File: src/rtl/channel_dump_if.sv
// Host/RAM/UART-side signal bundle of channel_dump_ctrl.
// The controller connects through the master modport and the environment through slave.
interface channel_dump_if #(
  parameter int LOG2 = 9
);
  logic            dump_req;
  logic [2:0]      dump_ch;
  logic            abort;
  logic            capture_done;
  logic            read_done;
  logic [7:0]      rdata;
  logic            tx_done;
  logic            start_rd;
  logic [2:0]      ch_sel;
  logic [7:0]      tx_data;
  logic            trmt;
  logic            busy;
  logic            dump_done;
  logic            err;
  logic [LOG2:0]   byte_cnt;

  modport master (
    input  dump_req, dump_ch, abort, capture_done, read_done, rdata, tx_done,
    output start_rd, ch_sel, tx_data, trmt, busy, dump_done, err, byte_cnt
  );

  modport slave (
    output dump_req, dump_ch, abort, capture_done, read_done, rdata, tx_done,
    input  start_rd, ch_sel, tx_data, trmt, busy, dump_done, err, byte_cnt
  );
endinterface

File: src/rtl/channel_dump_ctrl.sv
// Capture-RAM readout sequencer: reads one sample per start_rd and ships it over the UART handshake.
// Define CHANNEL_DUMP_HDR_EN to prefix each dump with header byte {5'b10100, ch_sel}.
//
// state      | meaning
// IDLE       | waiting for dump_req
// HDR        | header strobe (CHANNEL_DUMP_HDR_EN only)
// HDR_WAIT   | header in flight (CHANNEL_DUMP_HDR_EN only)
// RD_REQ     | start_rd pulse; read_done ends the dump
// RAM_WAIT   | RD_LAT-cycle read latency countdown
// XMIT       | trmt pulse for the sampled byte
// TX_WAIT    | byte in flight, wait for tx_done
// DONE       | completion / runaway report, back to IDLE
module channel_dump_ctrl #(
  parameter int ENTRIES = 384,
  parameter int LOG2    = 9,
  parameter int RD_LAT  = 1,
  parameter int NUM_CH  = 5
) (
  input  logic          clk,
  input  logic          rst,
  channel_dump_if.master bus
);

  localparam logic [2:0] S_IDLE     = 3'd0;
`ifdef CHANNEL_DUMP_HDR_EN
  localparam logic [2:0] S_HDR      = 3'd1;
  localparam logic [2:0] S_HDR_WAIT = 3'd2;
`endif
  localparam logic [2:0] S_RD_REQ   = 3'd3;
  localparam logic [2:0] S_RAM_WAIT = 3'd4;
  localparam logic [2:0] S_XMIT     = 3'd5;
  localparam logic [2:0] S_TX_WAIT  = 3'd6;
  localparam logic [2:0] S_DONE     = 3'd7;

  localparam logic [2:0]      MAX_CH    = 3'(NUM_CH);
  localparam logic [1:0]      LAT_INIT  = 2'(RD_LAT - 1);
  localparam logic [LOG2:0]   CNT_MAX   = '1;
  localparam logic [LOG2+1:0] ENTRIES_W = (LOG2+2)'(ENTRIES);

  logic [2:0]      state;
  logic [1:0]      lat_cnt;
  logic            runaway;
  logic [2:0]      ch_sel;
  logic [7:0]      tx_data;
  logic            busy;
  logic            dump_done;
  logic            err;
  logic [LOG2:0]   byte_cnt;
  logic [LOG2+1:0] cnt_next;
  logic            req_ok;
  logic            halt;

  assign req_ok   = bus.capture_done && (bus.dump_ch != 3'd0) && (bus.dump_ch <= MAX_CH);
  assign cnt_next = {1'b0, byte_cnt} + (LOG2+2)'(1);
  // abort or reset this cycle suppresses both strobes
  assign halt     = rst || bus.abort;

  always_ff @(posedge clk) begin
    if (rst) begin
      state     <= S_IDLE;
      lat_cnt   <= '0;
      runaway   <= 1'b0;
      ch_sel    <= '0;
      tx_data   <= '0;
      busy      <= 1'b0;
      dump_done <= 1'b0;
      err       <= 1'b0;
      byte_cnt  <= '0;
    end else begin
      dump_done <= 1'b0;
      err       <= 1'b0;
      if (state != S_IDLE && bus.abort) begin
        state <= S_IDLE;
        busy  <= 1'b0;
      end else begin
        case (state)
          S_IDLE: begin
            if (bus.dump_req) begin
              if (req_ok) begin
                ch_sel   <= bus.dump_ch;
                byte_cnt <= '0;
                busy     <= 1'b1;
                runaway  <= 1'b0;
`ifdef CHANNEL_DUMP_HDR_EN
                tx_data  <= {5'b10100, bus.dump_ch};
                state    <= S_HDR;
`else
                state    <= S_RD_REQ;
`endif
              end else begin
                err <= 1'b1;
              end
            end
          end
`ifdef CHANNEL_DUMP_HDR_EN
          S_HDR:      state <= S_HDR_WAIT;
          S_HDR_WAIT: if (bus.tx_done) state <= S_RD_REQ;
`endif
          S_RD_REQ: begin
            if (bus.read_done) begin
              state <= S_DONE;
            end else begin
              lat_cnt <= LAT_INIT;
              state   <= S_RAM_WAIT;
            end
          end
          S_RAM_WAIT: begin
            if (lat_cnt == 2'd0) begin
              tx_data <= bus.rdata;
              state   <= S_XMIT;
            end else begin
              lat_cnt <= lat_cnt - 2'd1;
            end
          end
          S_XMIT: state <= S_TX_WAIT;
          S_TX_WAIT: begin
            if (bus.tx_done) begin
              if (byte_cnt != CNT_MAX) byte_cnt <= byte_cnt + (LOG2+1)'(1);
              // hitting the capture depth without read_done means channel_capture lost track
              if (cnt_next == ENTRIES_W) begin
                runaway <= 1'b1;
                err     <= 1'b1;
                state   <= S_DONE;
              end else begin
                state <= S_RD_REQ;
              end
            end
          end
          S_DONE: begin
            dump_done <= !runaway;
            busy      <= 1'b0;
            state     <= S_IDLE;
          end
          default: state <= S_IDLE;
        endcase
      end
    end
  end

  assign bus.start_rd  = (state == S_RD_REQ) && !halt;
`ifdef CHANNEL_DUMP_HDR_EN
  assign bus.trmt      = ((state == S_XMIT) || (state == S_HDR)) && !halt;
`else
  assign bus.trmt      = (state == S_XMIT) && !halt;
`endif
  assign bus.ch_sel    = ch_sel;
  assign bus.tx_data   = tx_data;
  assign bus.busy      = busy;
  assign bus.dump_done = dump_done;
  assign bus.err       = err;
  assign bus.byte_cnt  = byte_cnt;

endmodule
File: src/flat_wrapper.sv
// flat-port wrapper written by rule: the top's interface ports become plain ports
module channel_dump_ctrl_flat 
#(
  parameter int ENTRIES = 384,
  parameter int LOG2    = 9,
  parameter int RD_LAT  = 1,
  parameter int NUM_CH  = 5
)
  (clk, rst, bus_dump_req, bus_dump_ch, bus_abort, bus_capture_done, bus_read_done, bus_rdata, bus_tx_done, bus_start_rd, bus_ch_sel, bus_tx_data, bus_trmt, bus_busy, bus_dump_done, bus_err, bus_byte_cnt);
  channel_dump_if #(.LOG2(LOG2)) bus_i ();
  input  logic clk;
  input  logic rst;
  input wire logic [$bits(bus_i.dump_req)-1:0] bus_dump_req;
  input wire logic [$bits(bus_i.dump_ch)-1:0] bus_dump_ch;
  input wire logic [$bits(bus_i.abort)-1:0] bus_abort;
  input wire logic [$bits(bus_i.capture_done)-1:0] bus_capture_done;
  input wire logic [$bits(bus_i.read_done)-1:0] bus_read_done;
  input wire logic [$bits(bus_i.rdata)-1:0] bus_rdata;
  input wire logic [$bits(bus_i.tx_done)-1:0] bus_tx_done;
  output wire logic [$bits(bus_i.start_rd)-1:0] bus_start_rd;
  output wire logic [$bits(bus_i.ch_sel)-1:0] bus_ch_sel;
  output wire logic [$bits(bus_i.tx_data)-1:0] bus_tx_data;
  output wire logic [$bits(bus_i.trmt)-1:0] bus_trmt;
  output wire logic [$bits(bus_i.busy)-1:0] bus_busy;
  output wire logic [$bits(bus_i.dump_done)-1:0] bus_dump_done;
  output wire logic [$bits(bus_i.err)-1:0] bus_err;
  output wire logic [$bits(bus_i.byte_cnt)-1:0] bus_byte_cnt;
  assign bus_i.dump_req = bus_dump_req;
  assign bus_i.dump_ch = bus_dump_ch;
  assign bus_i.abort = bus_abort;
  assign bus_i.capture_done = bus_capture_done;
  assign bus_i.read_done = bus_read_done;
  assign bus_i.rdata = bus_rdata;
  assign bus_i.tx_done = bus_tx_done;
  assign bus_start_rd = bus_i.start_rd;
  assign bus_ch_sel = bus_i.ch_sel;
  assign bus_tx_data = bus_i.tx_data;
  assign bus_trmt = bus_i.trmt;
  assign bus_busy = bus_i.busy;
  assign bus_dump_done = bus_i.dump_done;
  assign bus_err = bus_i.err;
  assign bus_byte_cnt = bus_i.byte_cnt;
  channel_dump_ctrl #(.ENTRIES(ENTRIES), .LOG2(LOG2), .RD_LAT(RD_LAT), .NUM_CH(NUM_CH)) u_core (.clk(clk), .rst(rst), .bus(bus_i));
endmodule
File: config.mk
export PLATFORM = sky130hd
export DESIGN_NAME = channel_dump_ctrl_flat
export DESIGN_NICKNAME = d
export VERILOG_FILES = /design/src/rtl/channel_dump_if.sv /design/src/rtl/channel_dump_ctrl.sv /design/src/flat_wrapper.sv
export SDC_FILE = /design/constraint.sdc
export NUM_CORES = 1
export LEC_CHECK = 0
export ABC_AREA = 1
export CORE_MARGIN = 2
export CORE_UTILIZATION = 36
export CTS_BUF_LIST = sky130_fd_sc_hd__clkbuf_4
export DETAILED_ROUTE_END_ITERATION = 8
export PLACE_DENSITY = 0.6
export SLEW_MARGIN = 40
export SYNTH_ARGS = -nofsm -noshare
export SYNTH_HDL_FRONTEND = slang
export SYNTH_SLANG_ARGS = --single-unit
File: constraint.sdc
create_clock -name clk -period 3.1 [get_ports clk]
set_input_delay 0.62 -clock clk [delete_from_list [all_inputs] [get_ports clk]]
set_output_delay 0.62 -clock clk [all_outputs]
set_load 0.05 [all_outputs]
-- Word-level counts from Yosys, hierarchy flattened
Cells that the tools add are included.
- register bits after elaboration: 30
- bits in latches: 0
- memory bits (writable): 0
- ROM bits: 0
- input bits: 18
- output and inout port bits: 26
- word-level logic and storage cells: 82
- memories: 0
- $add $sub $neg: 3
- multiply operators: 0
- div/mod/pow operators: 0
- order comparisons: 1
- equal/unequal tests: 15
- shift operators: 0
- mux-type cells: 28
- bitwise operators: 2
- reduce and logical (&&, ||, !) cells: 24
- operators by type and width (cell ; number):
    two-way mux 10 bit ; 4
    one-hot mux 10 bit (2 select lines) ; 1
    two-way mux 3 bit ; 5
    one-hot mux 3 bit (5 select lines) ; 1
    equality test 3 bit, second input constant ; 4
    AND reduction 4 bit ; 3
    AND reduction 6 bit ; 2
    adder 10 x 1 -> 11 bit, second input constant ; 1
    equality test 11 x 9 -> 1 bit, second input constant ; 1
    adder 10 x 1 -> 10 bit, second input constant ; 1
    two-way mux 1 bit ; 10
    inequality test 10 bit, second input constant ; 1
    inequality test 2 x 1 -> 1 bit, second input constant ; 4
    inequality test 2 bit, second input constant ; 4
    two-way mux 2 bit ; 3
    one-hot mux 1 bit (2 select lines) ; 3
    AND reduction 3 bit ; 2
    nonzero test 2 bit ; 3
    nonzero test 3 bit ; 2
    logical AND 1 bit ; 5
    one-hot mux 2 bit (2 select lines) ; 1
    equality test 3 x 2 -> 1 bit, second input constant ; 1
    less-or-equal comparator 3 bit, second input constant ; 1
    logical NOT 3 bit ; 1
    other kinds (7) ; 9

-- Logic depth before layout (Yosys ltp)
- depth after elaboration: 6
- depth in mapped cells: 11
- gate-level depth less buffers: 11

-- Worst setup path before layout
OpenSTA, ideal clock, no wires.
- kind: flip-flop to output port
- start point: register u_core.state[2]
- end point: output bus_trmt
- arrival: 1.813 ns
- data required time: 2.480 ns
- setup slack: 0.667 ns
- stages on the path, launching flop included: 5
- buffers on the path: 0
- cell sequence: dfxtp_1 inv_1 nor3_1 inv_1 nor3_1
- longest elaborated chain between the ends: 2
- RTL lines (element ; RTL line ; text):
    start, declared ; channel_dump_ctrl.sv:40 ; logic [2:0] state;
    start signal, assigned ; channel_dump_ctrl.sv:60 ; state <= S_IDLE;
    start signal, assigned ; channel_dump_ctrl.sv:73 ; state <= S_IDLE;
    start signal, assigned ; channel_dump_ctrl.sv:88 ; state <= S_RD_REQ;
    equality test 3 bit ; channel_dump_ctrl.sv:144 ; assign bus.trmt = (state == S_XMIT) && !halt;
    logical AND 1 bit ; channel_dump_ctrl.sv:144 ;
    end, declared ; flat_wrapper.sv:23 ; output wire logic [$bits(bus_i.trmt)-1:0] bus_trmt;
Every way passes these cells.

-- Final worst setup path
Same ends and word-level chain as after synthesis.

==> results.cfg <==
[setup_path]
rr_worst_depth = 9
reg2reg_slack_ns = 1.11
worstSetupPathType = reg -> out
cp-end-kind = output pin
worstReg2RegStart = u_core.bus.byte_cnt[1]$_SDFFE_PP0P_
crit_chain = inv_1, nor3_1, inv_1, nor3_1, buf_12
max_stage_delay_ns = 0.41
cp.required_ns = 2.48
cpMaxStageDelayCell = dfxtp_1
r2r_end = u_core.bus.byte_cnt[7]$_SDFFE_PP0P_
cp_max_fo = 5
critPathLaunchType = register
cp.arrival_ns = 1.70

[synth]
synth_top_area_share_pct = 37.3
yosysUniqueCellTypes = 30
yosys-top-cells-area = dfxtp_1, nand2_1, nor2_1, a21oi_1, inv_1
ys_warn_count = 0
synth_area_per_cell_sq_um = 6.79
yosysTopAreaCell = dfxtp_1
syn_inst = 237
netlist_area_sq_um = 1610
ys_seq_elements = 30
ys_seq_area_share_pct = 37.3
syn_nets = 258

[detailed_routing]
wl_met3_microns = 197
top_layer_used = met4
drt-met1-wl_mm = 1.84
drt_iter0_markers = 74
wire_per_inst_microns = 11.3
dr_wl_met2_mm = 1.73
vias = 1616
drtAntennaViolNets = 0
first_pass_iters = 4
drcViolationCount = 0
vias_per_cell = 4.78
wl_mm = 3.83

[hold_path]
min_to = u_core.bus.dump_done$_SDFF_PP0_
hp-class = reg -> reg
worstHoldStart = u_core.runaway$_SDFFE_PP0P_
holdPathStages = 1

[power]
p_per_area_nw_per_um2 = 478
leakage_nw = 0.857
peakVddDrop_v = 0.000247

[clocking]
cts_made_buffers = 5
cts_setup_buffers = 0
clockBufferDepth = 2
cts_resized = 0
cts_root_buffer = clkbuf_4
cts.reportedPaths.clkPinSlew_ns = 0.10
holdBufCountCts = 0
clock_sinks = 30
htreeDepth = 2
cts_tree = built
worstSkewPairLatency_ns = 0.34

[final_layout]
drive_above_1_share_pct = 8.39
multi_input_area_sq_um = 852
final_util_pct = 50.0
final_nets = 306
most-common-layout-cells = nand2_1, clkdlybuf4s50_1, nor2_1, dfxtp_1, inv_1
antennaDiodeCount = 0
fill_cells = 469
final_common_cell = nand2_1
seqCellArea_sq_um = 601
syn2layout_area_growth_pct = 34.3

[die]
core_sq_um = 4320
die_y_microns = 70.9
start_util_pct = 37.2
fp-row-count = 24
io_pins = 44
die_area_sq_um = 5020
die_w_microns = 70.9

[timing]
setup_tns_ns = 0
skew_ns = 0.00948
slew_violations = 0
period_share_pct = 75.0
hold_violations = 0
setup_viol = 0
fmax_ghz = 0.430
fin_crit_ns = 2.32
rsz0062_at_grt = false
worst_slew_pin_slew_ns = 0.527
relSlewSlack_pct = 64.6

[grt]
grt_overflow = 0
grt_max_degree = 17
grt_util_all_layers_pct = 16.3
grt_pass1_wl_mm = 6.64
first_global_vias = 1494
antenna_found_initial = 0

[placement]
hpwl_mm = 2.84
place.gp.congestion = 0.866
io_buffers = 43

[run]
cap_violations = 0

[status]
outcome = finished, final reports clean
## state kept, by name (all words and copies together), names as in the netlist
register and flops:
u_core.bus.byte_cnt 10, u_core.bus.tx_data 8, u_core.bus.ch_sel 3, u_core.state 3, u_core.lat_cnt 2, u_core.bus.busy 1
u_core.bus.dump_done 1, u_core.bus.err 1, u_core.runaway 1
## cell type report
class | instances | area share [%]
inverters | 33 | 5.73
multi-input cells | 170 | 39.4
clock buffers | 6 | 2.08
flip-flops and latches | 30 | 27.8
clock inverters | 2 | 0.405
well taps | 52 | 3.01
repair buffers | 45 | 21.5
## logic make-up (layout without fill, tap and decap cells)
kind of cell,Yosys count,count (layout),synth area share (%)
simple gates,122,122,34.6
fa+ha+maj,3,3,2.33
buf+inv,37,86,9.72
flops,30,30,37.3
compound gates,44,44,15.5
xor+xnor,1,1,0.544
## cells in the mapped netlist (all sizes together)
master  count
clkinv      1
o211a       1
nand3      22
dfxtp      30
o21bai      2
nor2       36
inv        32
a21oi      23
o21a        1
nand3b      1
o21ai      15
nand2      50
xnor2       1
nor3        7
a211oi      2
ha          3
buf         2
nand4       6
clkbuf      2
## how the worst max path moves through the flow
stage,start,slack [ns],endpoint
finish,u_core.state[2]$_SDFFE_PP0P_,0.78,bus_trmt
global route,u_core.state[2]$_SDFFE_PP0P_,0.64,bus_trmt
CTS,u_core.state[2]$_SDFFE_PP0P_,0.74,bus_trmt
detailed placement,bus_abort,0.80,bus_trmt
global placement,bus_abort,0.83,bus_trmt
floorplan,u_core.state[2]$_SDFFE_PP0P_,0.67,bus_trmt
## through the flow
| stage | std cells | power, W | cell area, sq um | setup WS (ns) | hold slack, ns |
|---|---|---|---|---|---|
| finish | 338 | 0.00103 | 2160 | 0.775 | 0.440 |
| global route | 338 | 0.00109 | 2160 | 0.640 | 0.475 |
| CTS | 338 | 0.00105 | 2160 | 0.739 | 0.452 |
| detailed placement | 330 | 0.000808 | 2110 | 0.804 | 0.436 |
| global placement | 330 | 0.000808 | 2110 | 0.834 | 0.443 |
| floorplan | 237 | 0.000708 | 1610 | 0.667 | 0.401 |
## report_power, final
| group | internal, W | leakage, nW | switching, W |
|---|---|---|---|
| Sequential | 0.000418 | 0.244 | 0.0000449 |
| Combinational | 0.000117 | 0.580 | 0.000219 |
| Clock | 0.0000938 | 0.0331 | 0.000140 |
| Total | 0.000628 | 0.857 | 0.000404 |
## worst max-delay path: cells and delay by family (launching register included)
kind	cells	cell delay, ns
simple gates	2	0.54
flops	1	0.41
buf+inv	3	0.42
## per-layer routing
metal,up-vias,global-route usage (%)
li1,867,-
met4,0,6.29
met2,33,26.3
met1,710,20.8
met5,-,0
met3,6,4.70
Power figures use the tool's default switching activity.
